`config.mk`:
```
export PLATFORM = sky130hd
export DESIGN_NAME = hazard_stall_ctrl
export DESIGN_NICKNAME = d
export VERILOG_FILES = /design/src/rtl/hazard_stall_ctrl.sv
export SDC_FILE = /design/constraint.sdc
export NUM_CORES = 1
export LEC_CHECK = 0
export BUFFER_PORTS_ARGS = -buffer_cell sky130_fd_sc_hd__buf_2
export CORE_UTILIZATION = 55
export CTS_BUF_LIST = sky130_fd_sc_hd__clkbuf_8
export DETAILED_ROUTE_END_ITERATION = 10
export HOLD_SLACK_MARGIN = 0.08
export PLACE_DENSITY = 0.87
export SYNTH_ARGS = -nofsm -noshare
export SYNTH_HDL_FRONTEND = slang
export SYNTH_SLANG_ARGS = --single-unit
```
`constraint.sdc`:
```
create_clock -name clk -period 5.9 [get_ports clk]
set_input_delay 0.59 -clock clk [delete_from_list [all_inputs] [get_ports clk]]
set_output_delay 0.59 -clock clk [all_outputs]
set_load 0.03 [all_outputs]
```
`src/rtl/hazard_stall_ctrl.sv`:
```
// Hazard/stall controller for the 5-stage MIPS pipeline.
// Decides stalls, flushes and data-memory freezes, and counts them.
module hazard_stall_ctrl #(
    parameter int CNT_W = 16
) (
    input  logic             clk,
    input  logic             reset,
    input  logic [4:0]       id_rs,
    input  logic [4:0]       id_rt,
    input  logic             id_uses_rs,
    input  logic             id_uses_rt,
    input  logic             id_is_branch,
    input  logic             id_branch_taken,
    input  logic             id_is_jump,
    input  logic [4:0]       ex_wr_addr,
    input  logic             ex_reg_write,
    input  logic             ex_mem_read,
    input  logic [4:0]       mem_wr_addr,
    input  logic             mem_reg_write,
    input  logic             mem_mem_read,
    input  logic             mem_wait,
    output logic             pc_write,
    output logic             if_id_write,
    output logic             if_id_flush,
    output logic             id_ex_flush,
    output logic             pipe_freeze,
    output logic             stalling,
    output logic [CNT_W-1:0] stall_cycles,
    output logic [CNT_W-1:0] flush_count
);

    typedef enum logic {
        RUN   = 1'b0,
        WAIT1 = 1'b1
    } state_t;

    // Which single action the pipe takes this cycle.
    typedef enum logic [2:0] {
        M_RESET,
        M_FREEZE,
        M_STALL,
        M_FLOW
    } mode_t;

    localparam logic [CNT_W-1:0] CNT_MAX = '1;

    state_t      state_q;
    state_t      state_d;
    mode_t       mode;
    logic        match_e;
    logic        match_m;
    logic        haz_two;
    logic        haz_one;
    logic [1:0]  haz_n;
    logic        ctl_flush;

    // Producer/consumer register matches; $0 never hazards.
    always_comb begin
        match_e = ex_reg_write && (ex_wr_addr != 5'd0) &&
                  ((id_uses_rs && (ex_wr_addr == id_rs)) ||
                   (id_uses_rt && (ex_wr_addr == id_rt)));
        match_m = mem_reg_write && (mem_wr_addr != 5'd0) &&
                  ((id_uses_rs && (mem_wr_addr == id_rs)) ||
                   (id_uses_rt && (mem_wr_addr == id_rt)));
    end

    // Stall length needed before forwarding can cover the ID operands.
    always_comb begin
        haz_two = id_is_branch && match_e && ex_mem_read;
        haz_one = (id_is_branch && match_e && !ex_mem_read) ||
                  (id_is_branch && match_m && mem_mem_read) ||
                  (!id_is_branch && match_e && ex_mem_read);
        if (haz_two) begin
            haz_n = 2'd2;
        end else if (haz_one) begin
            haz_n = 2'd1;
        end else begin
            haz_n = 2'd0;
        end
        ctl_flush = (id_is_branch && id_branch_taken) || id_is_jump;
    end

    // Priority: reset, then memory freeze, then data stall, then flow.
    always_comb begin
        if (reset) begin
            mode = M_RESET;
        end else if (mem_wait) begin
            mode = M_FREEZE;
        end else if ((state_q == WAIT1) || (haz_n != 2'd0)) begin
            mode = M_STALL;
        end else begin
            mode = M_FLOW;
        end
    end

    // Next-state and pipeline control outputs.
    always_comb begin
        state_d     = state_q;
        pc_write    = 1'b1;
        if_id_write = 1'b1;
        if_id_flush = 1'b0;
        id_ex_flush = 1'b0;
        pipe_freeze = 1'b0;
        stalling    = 1'b0;
        unique case (mode)
            M_RESET: begin
                state_d = RUN;
            end
            M_FREEZE: begin
                pipe_freeze = 1'b1;
                pc_write    = 1'b0;
                if_id_write = 1'b0;
            end
            M_STALL: begin
                pc_write    = 1'b0;
                if_id_write = 1'b0;
                id_ex_flush = 1'b1;
                stalling    = 1'b1;
                if ((state_q == RUN) && (haz_n == 2'd2)) begin
                    state_d = WAIT1;
                end else begin
                    state_d = RUN;
                end
            end
            default: begin
                if_id_flush = ctl_flush;
            end
        endcase
    end

    // FSM state register.
    always_ff @(posedge clk) begin
        if (reset) begin
            state_q <= RUN;
        end else begin
            state_q <= state_d;
        end
    end

    // Saturating stall and flush counters; freeze cycles hold them.
    always_ff @(posedge clk) begin
        if (reset) begin
            stall_cycles <= '0;
            flush_count  <= '0;
        end else begin
            if (stalling && (stall_cycles != CNT_MAX)) begin
                stall_cycles <= stall_cycles + 1'b1;
            end
            if (if_id_flush && (flush_count != CNT_MAX)) begin
                flush_count <= flush_count + 1'b1;
            end
        end
    end

endmodule

```
==> results.toml <==
[hold_path]
min-delay-start = "state_q$_SDFFE_PP0P_"
holdPathStages = 2
worst_hold_path_class = "flop to flop"
worst_hold_path.endpoint = "state_q$_SDFFE_PP0P_"

[clock_network]
clock_sinks = 33
cts-root-buf = "clkbuf_8"
postCtsHoldBufs = 0
htree_levels = 2
clk_latency_ns = 0.28
cts_tree = "yes"
tritoncts_buffers = 5
post_cts_resized = 0
cts.repair_timing.setup_buffer_count = 0
path_clk_slew_ns = 0.07
cts_max_path_buffers = 2

[layout]
layout.filler_cells = 271
final_net_count = 339
final_std_cells_w_o_fill = 349
most-common-layout-cells = "buf_2 (69), nor2_1 (37), dfxtp_1 (33)"
layout.cells.most_common = "buf_2"
area_growth_pct = 24.2
num_antenna_cells = 0
final_layout_size_suffix_gt1_frac = 0.271

[placed_design]
worst_setup_slack_post_dpl_ns = 2.50
io_buffers = 69
gp_congestion = 0.994
hpwlAfterDp_um = 3450
place.detailed.instances = 341

[status]
outcome = "finished, final reports clean"

[detailed_routing]
drt-initial-drc-count = 206
ant_nets = 0
detail_route.wl_per_cell_um = 13.5
drt-vias-per-instance = 5.60
first_pass_drt_iterations = 4
drc = 0
routed_wl_um = 4710
routed-via-count = 1956

[synth]
netlist_instances = 234
synth-compound-area-share = 0.0854
yosys_most_used_dff = "dfxtp_1"
synth-edff-count = 0
synth_top_cell_area_share = 0.334
post_synthesis_share_of_cell_area_spent_on_full_adders_half_adders_and_majority_gates = 0.0316
yosys_register_bits = 33
syn_avg_cell_area_um2 = 8.45
synth.lib_cells_used.distinct = 42
post_synth_instance_area_um2 = 1980
post_synth_and_or_nand_nor_area_fraction = 0.309
yosys-mux-area-fraction = 0.0101
post-synth-top-area-cell = "dfxtp_1"
post_synth_xor_area_fraction = 0.204
async_flop_share = 0
combinational_family_with_the_most_area_after_synthesis = "simple AND/OR/NAND/NOR gates"
yosys_warnings = 0
ys_top_cells_by_area = "dfxtp_1 (33%), xnor2_1 (13%), xor2_1 (7.5%), nor2_1 (7.0%), ha_1 (3.2%)"
mappedNetlistNets = 271
synth.yosys.seq_area_share = 0.334

[sta]
final.setup.worst_slack_ns = 2.80
grt_setup_unrepaired = "false"
fin_worst_skew_ns = 0.00445
setup_tns_ns = 0
final_period_minus_worst_setup_slack_ns = 3.10
timing_hold_violations_final = 0
timing.fmax_mhz = 323
max_slew_margin = 0.554
slew_viol_final = 0
max_slew.worst_pin.slew_ns = 0.663
share_of_the_cycle_needed_by_the_critical_path_after_routing = 0.525
setup_viol = 0

[power_and_ir_drop]
power.switching_fraction = 0.233
vdd_drop_max_mv = 0.138
combinationalPowerShare = 0.109
power_frac_seq = 0.452
cellLeakagePower_nw = 1.03
internal_power_uw = 382
power_switching_uw = 116
power.density_cell_area_nw_per_um2 = 203
clock_power_share = 0.439

[global_routing]
maximum_number_of_pins_on_one_net_before_global_route_repair = 37
grt_pass1_wl_um = 7600
overflow = 0
number_of_antenna_violations_at_the_first_check_in_global_routing = 0
vias_in_the_first_global_route = 1699
track_usage = 0.270

[worst_setup_path]
worstSetupPathType = "primary input to flop"
r2r_slack_ns = 3.65
timing.critical_path.fanout_max = 12
r2r.worst_path.cells = 8
cp_launch_type = "primary input"
regToRegEndpoint = "stall_cycles[13]$_SDFFE_PP0P_"
crit_required_ns = 6.04
cp-end-kind = "flop"
beginning_of_the_worst_register_to_register_path = "state_q$_SDFFE_PP0P_"
crit_arrival_ns = 3.24

[die]
floorplan.die.height_um = 62.0
ioPinCount = 70
floorplan.die_area_um2 = 3840
floorplan.initialDensity = 0.583
core_region_area_um2 = 3390
rows = 21
fp.dieW_um = 62.0

[job]
cap_viol_max_count = 0
worst max path at each step:
stage                        start                            end  slack (ns)  cells past startpoint
after floorplan           id_rs[3]  stall_cycles[13]$_SDFFE_PP0P_        2.66                     12
after global placement    id_rs[3]  stall_cycles[15]$_SDFFE_PP0P_        2.61                     12
after detailed placement  id_rs[3]  stall_cycles[13]$_SDFFE_PP0P_        2.50                     12
after CTS                 id_rs[3]  stall_cycles[13]$_SDFFE_PP0P_        2.80                     12
after global routing      id_rs[3]  stall_cycles[13]$_SDFFE_PP0P_        2.58                     12
final                     id_rs[3]  stall_cycles[13]$_SDFFE_PP0P_        2.80                     12
layout make-up:
class | count | area, um^2 | share of cell area
repair buffers | 69 | 345 | 0.141
well taps | 46 | 57.6 | 0.0234
clock buffers | 6 | 82.6 | 0.0336
multi-input cells | 190 | 1260 | 0.515
inverters | 3 | 11.3 | 0.00458
clock inverters | 2 | 33.8 | 0.0138
flip-flops and latches | 33 | 661 | 0.269
metrics by stage:
step	cell area (um^2)	hold slack [ns]	utilization	total power, mW
final	2460	0.501	0.725	0.498
after global routing	2460	0.510	0.725	0.517
after CTS	2460	0.495	0.725	0.501
after detailed placement	2340	0.484	0.690	0.283
after global placement	2340	0.478	0.690	0.282
after floorplan	1980	0.454	-	0.263
flip-flops by register name (all words and copies together), names as in the netlist:
signal	count
flush_count	16
state_q	1
stall_cycles	16
metal layers:
layer  up-vias  global-route usage  wire length (um)
met5         -                   0                 0
met1       907               0.327              2060
li1        976                   -                 -
met2        64               0.471              2330
met3         9              0.0518               243
met4         0              0.0984                75
cell families (layout without fill, tap and decap cells):
logic type	count (synthesis)	after routing
xor+xnor	46	46
mux	2	2
fa+ha+maj	5	5
flops	33	33
compound gates	23	23
simple gates	114	114
buf+inv	11	80
power groups by stage:
stage                     clock network (mW)  registers [mW]  logic [mW]
after floorplan                            0           0.231      0.0312
after global placement                     0           0.230      0.0525
after detailed placement                   0           0.230      0.0535
after CTS                              0.222           0.225      0.0541
after global routing                   0.233           0.225      0.0594
final                                  0.219           0.225      0.0542
cell usage after synthesis (2+ instances only):
library cell / n
nand4_1: 8
mux2i_1: 2
xnor2_1: 29
a21oi_1: 2
buf_4: 2
inv_1: 3
or4_1: 3
and4_1: 2
nor2_1: 37
o22ai_1: 2
buf_2: 2
xor2_1: 17
a31oi_1: 2
clkbuf_1: 4
and3_1: 7
o211ai_1: 5
nor4b_1: 2
nor3_1: 12
o21ai_0: 2
nor4_1: 9
nand2_1: 12
o2111ai_1: 3
nand3_1: 12
dfxtp_1: 33
ha_1: 5
worst max-delay path: stages:
cell and delay, ns:
buf_2 0.12, xor2_1 0.16, nor4_1 0.29, nand3_1 0.11, a211o_1 0.31, o311ai_0 0.11, ha_1 0.48, inv_1 0.11
or4_4 0.57, nor3_1 0.19, xnor2_1 0.14, nor2_1 0.06
(Power assumes the default switching activity.)
